`src/rtl/prog_timer_if.sv`:
```
//------------------------------------------------------------------------------
// Module   : prog_timer_if
// Brief    : Control/status bundle between a bit sequencer and prog_timer.
// Revision : 1.0
//------------------------------------------------------------------------------
`default_nettype none

interface prog_timer_if #(
  parameter int WID = 20,
  parameter int TCW = 4
);
  logic           start;
  logic           stop;
  logic           clrTimer;
  logic           mode;
  logic [WID-1:0] period;
  logic [WID-1:0] count;
  logic           busy;
  logic           tick;
  logic           half_tick;
  logic           timerDone;
  logic [TCW-1:0] tick_cnt;

  modport master (
    output start, stop, clrTimer, mode, period,
    input  count, busy, tick, half_tick, timerDone, tick_cnt
  );

  modport slave (
    input  start, stop, clrTimer, mode, period,
    output count, busy, tick, half_tick, timerDone, tick_cnt
  );
endinterface

`default_nettype wire

```
`src/rtl/prog_timer.sv`:
```
//------------------------------------------------------------------------------
// Module   : prog_timer
// Brief    : Run-time loaded interval timer with end/mid-period ticks,
//            one-shot or periodic mode and a wrapping tick counter.
// Revision : 1.0
//------------------------------------------------------------------------------
`default_nettype none

module prog_timer #(
  parameter int WID = 20,
  parameter int TCW = 4
) (
  input  wire logic     clk,
  input  wire logic     rst,
  prog_timer_if.slave   bus
);

  typedef enum logic [1:0] {
    S_IDLE = 2'd0,
    S_RUN  = 2'd1,
    S_DONE = 2'd2
  } state_t;

  localparam logic [WID-1:0] c_one    = {{(WID-1){1'b0}}, 1'b1};
  localparam logic [TCW-1:0] c_tc_one = {{(TCW-1){1'b0}}, 1'b1};

  state_t         r_state,    w_state_d;
  logic [WID-1:0] r_count,    w_count_d;
  logic [WID-1:0] r_pq,       w_pq_d;
  logic           r_mode,     w_mode_d;
  logic [TCW-1:0] r_tick_cnt, w_tcnt_d;

  logic           w_last;
  logic           w_tick;
  logic           w_half;
  logic [WID-1:0] w_period_eff;

  // P_q >= 1 always, so P_q-1 cannot underflow.
  assign w_last       = (r_count == (r_pq - c_one));
  assign w_tick       = (r_state == S_RUN) && w_last;
  assign w_half       = (r_state == S_RUN) && (r_count == (r_pq >> 1));
  assign w_period_eff = (bus.period == '0) ? c_one : bus.period;

  always_ff @(posedge clk or posedge rst) begin
    if (rst) begin
      r_state    <= S_IDLE;
      r_count    <= '0;
      r_pq       <= c_one;
      r_mode     <= 1'b0;
      r_tick_cnt <= '0;
    end else begin
      r_state    <= w_state_d;
      r_count    <= w_count_d;
      r_pq       <= w_pq_d;
      r_mode     <= w_mode_d;
      r_tick_cnt <= w_tcnt_d;
    end
  end

  always_comb begin
    w_state_d = r_state;
    w_count_d = r_count;
    w_pq_d    = r_pq;
    w_mode_d  = r_mode;
    w_tcnt_d  = r_tick_cnt;

    // start clears and stop freezes the tick counter, even in a tick cycle.
    if (w_tick && !bus.start && !bus.stop)
      w_tcnt_d = r_tick_cnt + c_tc_one;

    if (bus.stop) begin
      w_state_d = S_IDLE;
      w_count_d = '0;
    end else if (bus.start) begin
      w_state_d = S_RUN;
      w_count_d = '0;
      w_tcnt_d  = '0;
      w_pq_d    = w_period_eff;
      w_mode_d  = bus.mode;
    end else begin
      case (r_state)
        S_IDLE: w_count_d = '0;
        S_RUN: begin
          if (bus.clrTimer) begin
            w_count_d = '0;
          end else if (w_last) begin
            if (r_mode) w_count_d = '0;
            else        w_state_d = S_DONE;
          end else begin
            w_count_d = r_count + c_one;
          end
        end
        S_DONE: ;
        default: w_state_d = S_IDLE;
      endcase
    end
  end

  assign bus.count     = r_count;
  assign bus.busy      = (r_state == S_RUN);
  assign bus.tick      = w_tick;
  assign bus.half_tick = w_half;
  assign bus.timerDone = (r_state == S_DONE);
  assign bus.tick_cnt  = r_tick_cnt;

endmodule

`default_nettype wire

```
`src/flat_wrapper.sv`:
```
// flat-port wrapper written by rule: the top's interface ports become plain ports
module prog_timer_flat 
#(
  parameter int WID = 20,
  parameter int TCW = 4
)
  (clk, rst, bus_start, bus_stop, bus_clrTimer, bus_mode, bus_period, bus_count, bus_busy, bus_tick, bus_half_tick, bus_timerDone, bus_tick_cnt);
  prog_timer_if #(.WID(WID), .TCW(TCW)) bus_i ();
  input  wire logic clk;
  input  wire logic rst;
  input wire logic [$bits(bus_i.start)-1:0] bus_start;
  input wire logic [$bits(bus_i.stop)-1:0] bus_stop;
  input wire logic [$bits(bus_i.clrTimer)-1:0] bus_clrTimer;
  input wire logic [$bits(bus_i.mode)-1:0] bus_mode;
  input wire logic [$bits(bus_i.period)-1:0] bus_period;
  output wire logic [$bits(bus_i.count)-1:0] bus_count;
  output wire logic [$bits(bus_i.busy)-1:0] bus_busy;
  output wire logic [$bits(bus_i.tick)-1:0] bus_tick;
  output wire logic [$bits(bus_i.half_tick)-1:0] bus_half_tick;
  output wire logic [$bits(bus_i.timerDone)-1:0] bus_timerDone;
  output wire logic [$bits(bus_i.tick_cnt)-1:0] bus_tick_cnt;
  assign bus_i.start = bus_start;
  assign bus_i.stop = bus_stop;
  assign bus_i.clrTimer = bus_clrTimer;
  assign bus_i.mode = bus_mode;
  assign bus_i.period = bus_period;
  assign bus_count = bus_i.count;
  assign bus_busy = bus_i.busy;
  assign bus_tick = bus_i.tick;
  assign bus_half_tick = bus_i.half_tick;
  assign bus_timerDone = bus_i.timerDone;
  assign bus_tick_cnt = bus_i.tick_cnt;
  prog_timer #(.WID(WID), .TCW(TCW)) u_core (.clk(clk), .rst(rst), .bus(bus_i));
endmodule
```
`config.mk`:
```
export PLATFORM = sky130hd
export DESIGN_NAME = prog_timer_flat
export DESIGN_NICKNAME = d
export VERILOG_FILES = /design/src/rtl/prog_timer_if.sv /design/src/rtl/prog_timer.sv /design/src/flat_wrapper.sv
export SDC_FILE = /design/constraint.sdc
export NUM_CORES = 1
export LEC_CHECK = 0
export ABC_AREA = 1
export ABC_CLOCK_PERIOD_IN_PS = 6200
export CAP_MARGIN = 20
export CORE_UTILIZATION = 60
export DETAILED_ROUTE_END_ITERATION = 8
export PLACE_DENSITY = 0.86
export SETUP_SLACK_MARGIN = 0.2
export SLEW_MARGIN = 20
export SYNTH_ARGS = -nofsm -noshare
export SYNTH_HDL_FRONTEND = slang
export SYNTH_SLANG_ARGS = --single-unit
```
`constraint.sdc`:
```
create_clock -name clk -period 6.2 [get_ports clk]
set_input_delay 0.93 -clock clk [delete_from_list [all_inputs] [get_ports clk]]
set_output_delay 0.93 -clock clk [all_outputs]
set_load 0.03 [all_outputs]
```
==> metrics.txt <==
Clk Latency, worst-skew pair=310 ps; Seq cells post-synth=47; Tcrit/Tclk final=65.5%; Post-Route WL=12300 um; antenna violations before repair=0; Die Width=82.9 um; Setup crit start=u_core.r_pq[0]; number of global-route vias before repair=3941; Sinks on Clock Net=47; Critical Path End Type=output port; reg2reg start=u_core.r_pq[0]; synthesized area=0.00393 mm2; Port-buffer cells=53; Worst Hold Class=flop to flop; Seq pwr share=43.8%; post-route setup TNS=0 ps; H-tree levels=2; Clk pwr share=29.9%; die height=82.9 um; largest net degree at the start of global routing=48; Max Fclk=0.246 GHz; GPL Wtd Cong=0.976; Slew headroom=44.7%; crit start category=flop; Pre-Repair DR Iteration Count=5; Initial Util=61.9%; Pleak=2.12 nW; Max VDD drop=117 uV; Int Power=0.532 mW; setup slack, reg-to-reg=3330 ps; hold buffer count at CTS=0; R2R Path End=u_core.bus.count[19]; dpl hpwl=9580 um; R2R cell count=17; routed vias/inst=5.94; clock transition at the registers of the reported paths=100 ps; # fillers=544; core box area=0.00635 mm2; crit path time final=4060 ps; final setup violation count=0; wire per inst=17.0 um; hold_ws=508 ps; residual DRC count=0; Avg Inst Size Synth=6.44 um2; Final Hold Viols=0; gr usage total=36.5%; Worst Path Max Fanout=6; Psw=0.285 mW; RSZ-0062 raised after global routing=false; # rows=29; Resized cells post-CTS=0; critical path data arrival time=3130 ps; Area growth, synth to finish=16.7%; DIE AREA=0.00687 mm2; first-pass GRT wire length=19900 um; DP Area=0.00446 mm2; CTS Buf Count=5; CP required=5270 ps; run status=complete, no violations; Slew Viols, Final=0; Syn Nets=639; Crit Path Class=flop to output port; post-synthesis sequential area ratio=30.0%; Gate Count Post-Synth=610; initial DRC count=510; Finished Cell Area=0.00458 mm2; PwrDens=178 mW/mm2; YS warnings=0; diodes inserted=0; Max Cap Violations=0; layout cells sized above 1=7.23%; Max Root-Sink Buffers=2; Remaining Overflow, GRT=0; Routed Antenna Nets=0; root buf cell=clkbuf_8; Net Sw Frac=34.8%; CTS tree=done; count of cell types in the netlist=39; via count=4321; IO Count=54; Layout Skew=8.31 ps; Worst Tran Pin Value=830 ps; Setup Buffers After CTS=0; Gate power share=26.2%; CP Capture Point=bus_tick; fin nets=678
==> final cells by class <==
cell class                 count  area (um2)  area share, %
timing repair buffer          54         538           11.7
inverter                      79         298           6.50
tap                           77        96.3           2.10
multi-input combinational    462        2350           51.3
sequential                    47        1180           25.7
clock buffer                   6        82.6           1.80
clock inverter                 2        38.8          0.847
==> stage by stage <==
step	utilization, %	power, mW	setup slack, ps	cells
final	72.2	0.817	2140	727
after global routing	72.2	0.853	1910	727
after CTS	72.1	0.814	2190	727
after detailed placement	70.2	0.572	2550	719
after global placement	70.2	0.569	2590	719
after floorplan	-	0.502	3160	610
==> state kept, by name, indices dropped and copies added, names as in the netlist <==
name	cells
u_core.r_mode	1
u_core.r_pq	20
u_core.bus.count	20
u_core.bus.tick_cnt	4
u_core.r_state	2
==> Yosys cell counts (all sizes together) <==
cell type / number / share of area (%)
a2111oi: 2 / 0.45
a21oi: 3 / 0.38
a221oi: 1 / 0.22
a22oi: 1 / 0.19
and2: 1 / 0.16
buf: 9 / 1.4
clkbuf: 13 / 1.3
clkinv: 1 / 0.095
dfrtp: 46 / 29
dfstp: 1 / 0.67
ha: 3 / 0.96
inv: 78 / 7.5
nand2: 189 / 19
nand3: 47 / 6.6
nand3b: 13 / 2.5
nand4: 18 / 2.9
nor2: 86 / 10
nor3: 5 / 0.64
nor4: 12 / 1.9
o2111ai: 2 / 0.45
o21ai: 35 / 4.6
o21bai: 2 / 0.38
o22ai: 7 / 1.1
or2: 1 / 0.16
xnor2: 4 / 0.89
xor2: 30 / 6.7
==> cell families after synthesis <==
group                      Yosys count  share of synthesized area (%)
DFF                                 47                           30.0
AOI/OAI and AO/OA                   53                           7.74
adders and majority gates            3                          0.956
and+or+nand+nor                    372                           43.5
buffers and inverters              101                           10.2
xor gates and xnor gates            34                           7.58
==> worst min-delay path by stage <==
stage / start / to / cells past startpoint
floorplan: u_core.r_mode / u_core.r_mode / 2
global placement: u_core.r_mode / u_core.r_mode / 2
detailed placement: u_core.r_mode / u_core.r_mode / 2
CTS: u_core.r_mode / u_core.r_mode / 2
global route: u_core.r_mode / u_core.r_mode / 2
finish: u_core.r_mode / u_core.r_mode / 2
==> power by group through the flow <==
stage,Combinational [mW],Sequential (mW),Clock [mW]
4_1_cts,0.211,0.357,0.246
6_report,0.214,0.358,0.245
3_5_place_dp,0.209,0.363,0
2_1_floorplan,0.150,0.352,0
5_1_grt,0.238,0.359,0.256
3_3_place_gp,0.206,0.363,0
==> placed cells by master, fill, tap and decap left out, drive strengths merged <==
master / count
and2: 1
nand4: 18
clkinv: 2
clkbuf: 6
a22oi: 1
o2111ai: 2
dfrtp: 46
nand3b: 13
nor4: 12
a2111oi: 2
o22ai: 7
dfstp: 1
a221oi: 1
o21bai: 2
buf: 1
nand2: 189
o21ai: 35
a21oi: 3
xor2: 30
nor2: 86
nor3: 5
or2: 1
clkdlybuf4s50: 53
bufinv: 1
xnor2: 4
nand3: 47
ha: 3
inv: 78
==> worst max-delay path, stage by stage (launching register included) <==
cell and delay [ps]:
dfstp_2 540, inv_1 90, ha_1 260, nand2_2 110
nor2_2 60, nand2_1 80, xor2_1 290, o21ai_0 150
nor2_1 110, nand2_1 50, nor2_1 90, nand3_1 140
nor2_1 160, clkdlybuf4s50_1 700
==> routing by layer <==
layer / share of wire, % / wire length [um] / GRT usage [%]
met5: 0 / 0 / 0
met4: 3.1 / 382 / 11.4
met3: 8.6 / 1060 / 3.18
met2: 47 / 5770 / 60.1
met1: 42 / 5120 / 50.9
(Power assumes the default switching activity.)
==> patch 1 (config.mk and constraints unchanged) <==
`WID` is set to 20 in 3 places; all go to 40.
--- a/src/rtl/prog_timer_if.sv
+++ b/src/rtl/prog_timer_if.sv
@@ -6,7 +6,7 @@
 `default_nettype none
 
 interface prog_timer_if #(
-  parameter int WID = 20,
+  parameter int WID = 40,
   parameter int TCW = 4
 );
   logic           start;
--- a/src/rtl/prog_timer.sv
+++ b/src/rtl/prog_timer.sv
@@ -7,7 +7,7 @@
 `default_nettype none
 
 module prog_timer #(
-  parameter int WID = 20,
+  parameter int WID = 40,
   parameter int TCW = 4
 ) (
   input  wire logic     clk,
--- a/src/flat_wrapper.sv
+++ b/src/flat_wrapper.sv
@@ -1,7 +1,7 @@
 // flat-port wrapper written by rule: the top's interface ports become plain ports
 module prog_timer_flat 
 #(
-  parameter int WID = 20,
+  parameter int WID = 40,
   parameter int TCW = 4
 )
   (clk, rst, bus_start, bus_stop, bus_clrTimer, bus_mode, bus_period, bus_count, bus_busy, bus_tick, bus_half_tick, bus_timerDone, bus_tick_cnt);
Ports: changed (resized bus_count and bus_period); port bits go from 54 to 94. The function was not compared with the original's and may differ.
==> patch 1 against the unedited design <==
- via count rose by 98%
- cell area rose by 99%
- sequential power rose by 92%
- sequential cell count rose by 40
- register-to-register slack got worse by 0.82 ns
- setup slack got worse by 0.37 ns
- synthesized cell count rose by 97%
- critical endpoint unchanged
- total power rose by 100%
- routed wire length rose by 130%
- synthesized area rose by 100%
- highest routed layer unchanged
- sequential share of layout area fell by 1.7 points
- global-route usage rose by 7.5 points
==> patch 1: results (changes against the unedited design) <==
Status
  – Status: finished, final reports clean

Place
  – Dpl cell area: 8790 sq um (+97%)
  – GP Congestion: 1.07 (+9.8%)
  – Setup Slack @ Placement: 2.21 ns (-0.334 ns)
  – Placed cells: 1410 (+96%)
  – Hpwl dp: 22.4 mm (+130%)
  – Port bufs: 93 (+75%)

Synthesis
  – Register area share after synthesis: 27.6% (-2.4 points)
  – Cell variety after synth: 41 (+5.1%)
  – Area contributors post-synth: dfrtp_1, nand2_1, nor2_1, xor2_1, xnor2_1
  – Syn_nets: 1249 (+95%)
  – Top post-synthesis cells by count: nand2_1, nor2_1, inv_1
  – Main synth FF type: dfrtp_1
  – Mean area per synthesized cell: 6.57 sq um (+2.1%)

Global route
  – First-pass GRT wire length: 44.0 mm (+120%)
  – Met1 Use GR: 51.4% (+0.53 points)
  – Met2 usage in global routing: 72.3% (+12 points)
  – Total track usage: 43.9% (+7.5 points)
  – Maximum number of pins on one net before global-route repair: 61 (+27%)
  – Met3 Use GR: 10.1% (+6.9 points)
  – Vias in the first global route: 8276 (+110%)

Timing
  – Hold WS: 0.561 ns (+0.0527 ns)
  – Max Clock Skew: 0.00969 ns (+0.00137 ns)
  – FMAX: 0.226 GHz (-8.3%)
  – Slew Limit Headroom: 28.3% (-16 points)

Finish
  – Fill cells: 1106 (+100%)
  – Final net count: 1299 (+92%)
  – N_diodes: 0 (unchanged)
  – Layout cells sized above 1: 6.93% (-0.30 points)

Route
  – DR vias: 8553 (+98%)
  – Iter 0 DRT Violations: 997 (+95%)
  – First drt pass iteration count: 6 (+1)
  – Final WL: 28.6 mm (+130%)
  – Wire per inst: 20.1 um (+18%)

Setup path
  – WP data arrival: 3.50 ns (+0.37 ns)
  – Worst reg2reg path endpoint: u_core.bus.count[3]
  – R2R setup slack: 2.51 ns (-0.82 ns)
  – Max incr delay on CP: 0.67 ns (-0.03 ns)
  – Worst Setup SP: u_core.r_pq[5]
  – Critical path peak fanout: 11 (+5)
  – CP max-delay cell: clkdlybuf4s50_1
  – R2R depth: 15 (-2)

Clocking
  – Clock-pin slew on the worst setup and hold paths: 0.07 ns (-0.03 ns)
  – H-tree depth: 3 (+1)
  – Worst-skew pair later-pin latency: 0.36 ns (+0.05 ns)
  – Post-cts resize count: 0 (unchanged)
  – CTS buffer count: 9 (+4)
  – Root buffer cell: clkbuf_16

Pwr
  – Static Leak: 3.80 nW (+79%)
  – VDD IR max: 156 uV (+33%)
  – Pint: 1.06 mW (+99%)
[patch 1: final cells by class]
| cell class | instances | area (sq um) | share of cell area (%) |
|---|---|---|---|
| timing repair buffer | 96 | 961 | 10.6 |
| clock buffer | 10 | 239 | 2.63 |
| multi-input combinational | 958 | 5080 | 55.9 |
| tap | 172 | 215 | 2.37 |
| inverter | 98 | 369 | 4.06 |
| clock inverter | 6 | 50.0 | 0.550 |
| sequential | 87 | 2180 | 23.9 |
[patch 1: power by group through the flow]
stage | logic (mW) | registers (mW) | clock network, mW
2_1_floorplan | 0.288 | 0.664 | 0
3_3_place_gp | 0.398 | 0.691 | 0
3_5_place_dp | 0.404 | 0.693 | 0
4_1_cts | 0.406 | 0.683 | 0.546
5_1_grt | 0.457 | 0.690 | 0.563
6_report | 0.416 | 0.688 | 0.542
[patch 1: worst min path at each step]
| stage | from | cells past startpoint | to |
|---|---|---|---|
| final | u_core.r_mode | 1 | u_core.r_mode |
| after global routing | u_core.r_mode | 1 | u_core.r_mode |
| after CTS | u_core.r_mode | 1 | u_core.r_mode |
| after floorplan | u_core.r_state[1] | 2 | u_core.r_state[1] |
| after detailed placement | u_core.r_mode | 1 | u_core.r_mode |
| after global placement | u_core.bus.tick_cnt[3] | 2 | u_core.bus.tick_cnt[3] |
[patch 1: per-layer routing]
metal	part of all wire, %	vias to the layer above
met4	7.0	0
li1	-	3933
met1	36	3916
met2	47	565
met3	10	139
met5	0	-
[patch 1: logic make-up after synthesis]
family	after synthesis	share of synthesized area (%)
compound gates	31	2.54
xor+xnor	113	12.5
fa+ha+maj	3	0.476
buf+inv	155	8.01
flops	87	27.6
mux	32	4.57
simple gates	779	44.2
[patch 1: worst register-to-register path, delay by kind of cell, from the launching register on]
kind,cells,cell delay (ns)
compound gates,1,0.39
flops,1,0.49
simple gates,14,2.73
==> patch 2 (same settings) <==
Made on the original files. Reset style: synchronous (`rst`), changed in one clocked block.
--- a/src/rtl/prog_timer.sv
+++ b/src/rtl/prog_timer.sv
@@ -41,7 +41,7 @@
   assign w_half       = (r_state == S_RUN) && (r_count == (r_pq >> 1));
   assign w_period_eff = (bus.period == '0) ? c_one : bus.period;
 
-  always_ff @(posedge clk or posedge rst) begin
+  always_ff @(posedge clk) begin
     if (rst) begin
       r_state    <= S_IDLE;
       r_count    <= '0;
Formal check against the unedited RTL: differs if rst is asserted again (counterexample within 4 cycles, from zero or initial values and one cycle with rst high); with rst held inactive, the same outputs for 10 cycles.
==> patch 2 against the unedited design <==
- the run now ends with DRC left
- highest routed layer unchanged
- die area decreased by 5.6%
- sequential cell count unchanged
- synthesized cell count increased by 0.16%
- routed wire length decreased by 8.0%
- synthesized area decreased by 5.7%
- cell area decreased by 5.4%
- total power decreased by 18%
- setup slack improved by 0.30 ns
- first-iteration DRC count decreased by 23%
- via count decreased by 3.5%
==> patch 2: results (changes against the unedited design) <==
Status
  – Status: finished, violations left
  – Failing checks: DRC

Pwr
  – Psw: 0.220 mW (-23%)
  – Static Leak: 1.87 nW (-12%)

Route
  – DRC viols: 1 (+1)
  – Iter 0 DRT Violations: 391 (-23%)
  – Met2 wire len: 5.09 mm (-12%)
  – Wire per inst: 15.5 um (-8.6%)

Synthesis
  – Top post-synthesis cells by count: nand2_1, inv_1, nor2_1
  – Area contributors post-synth: dfxtp_1, nand2_1, inv_1, nor2_1, nand3_1
  – Synth Area in Adders: 1.01% (+0.058 points)
  – Syn_nets: 640 (+0.16%)
  – Cell variety after synth: 36 (-7.7%)
  – Syn Inst Count: 611 (+0.16%)
  – Compound-Gate Fraction of Synth Area: 8.52% (+0.78 points)
  – Register area share after synthesis: 25.4% (-4.6 points)
  – Asr flop ratio synth: 0% (-100 points)

Global route
  – Vias in the first global route: 3889 (-1.3%)
  – Met1 Use GR: 48.4% (-2.4 points)
  – Met2 usage in global routing: 59.1% (-1.1 points)

Setup path
  – Critical path peak fanout: 3 (-3)

Finish
  – Final net count: 685 (+1.0%)
  – Multi-input gate area: 2330 sq um (-0.90%)

Worst hold path
  – Min-Delay Endpoint: u_core.bus.tick_cnt[3]

Place
  – Setup Slack @ Placement: 2.78 ns (+0.233 ns)
  – Placed cells: 724 (+0.70%)
  – Dpl cell area: 4250 sq um (-4.7%)
  – Hpwl dp: 9.05 mm (-5.5%)

Timing
  – Fin crit period: 3.76 ns (-0.298 ns)
==> patch 2: cell count changes in the layout (fill, tap and decap cells not counted), sizes merged, moves of 9 or more <==
cell | before | now
o21ai | 35 | 21
nand3 | 47 | 57
inv | 78 | 92
dfrtp | 46 | 0
nand3b | 13 | 4
xor2 | 30 | 18
nand4 | 18 | 27
a21oi | 3 | 16
dfxtp | 0 | 47
==> patch 2: cell type report <==
type                       count  share of cell area (%)
clock buffer                   7                    1.76
clock inverter                 1                   0.116
inverter                      93                    8.06
multi-input combinational    455                    53.8
sequential                    47                    21.7
tap                           75                    2.17
timing repair buffer          54                    12.4
==> patch 2: cells by family (layout without fill, tap and decap cells) <==
group	count (synthesis)	in the layout
xor gates and xnor gates	26	26
and+or+nand+nor	375	375
AOI/OAI and AO/OA	51	51
adders and majority gates	3	3
buffers and inverters	109	155
DFF	47	47
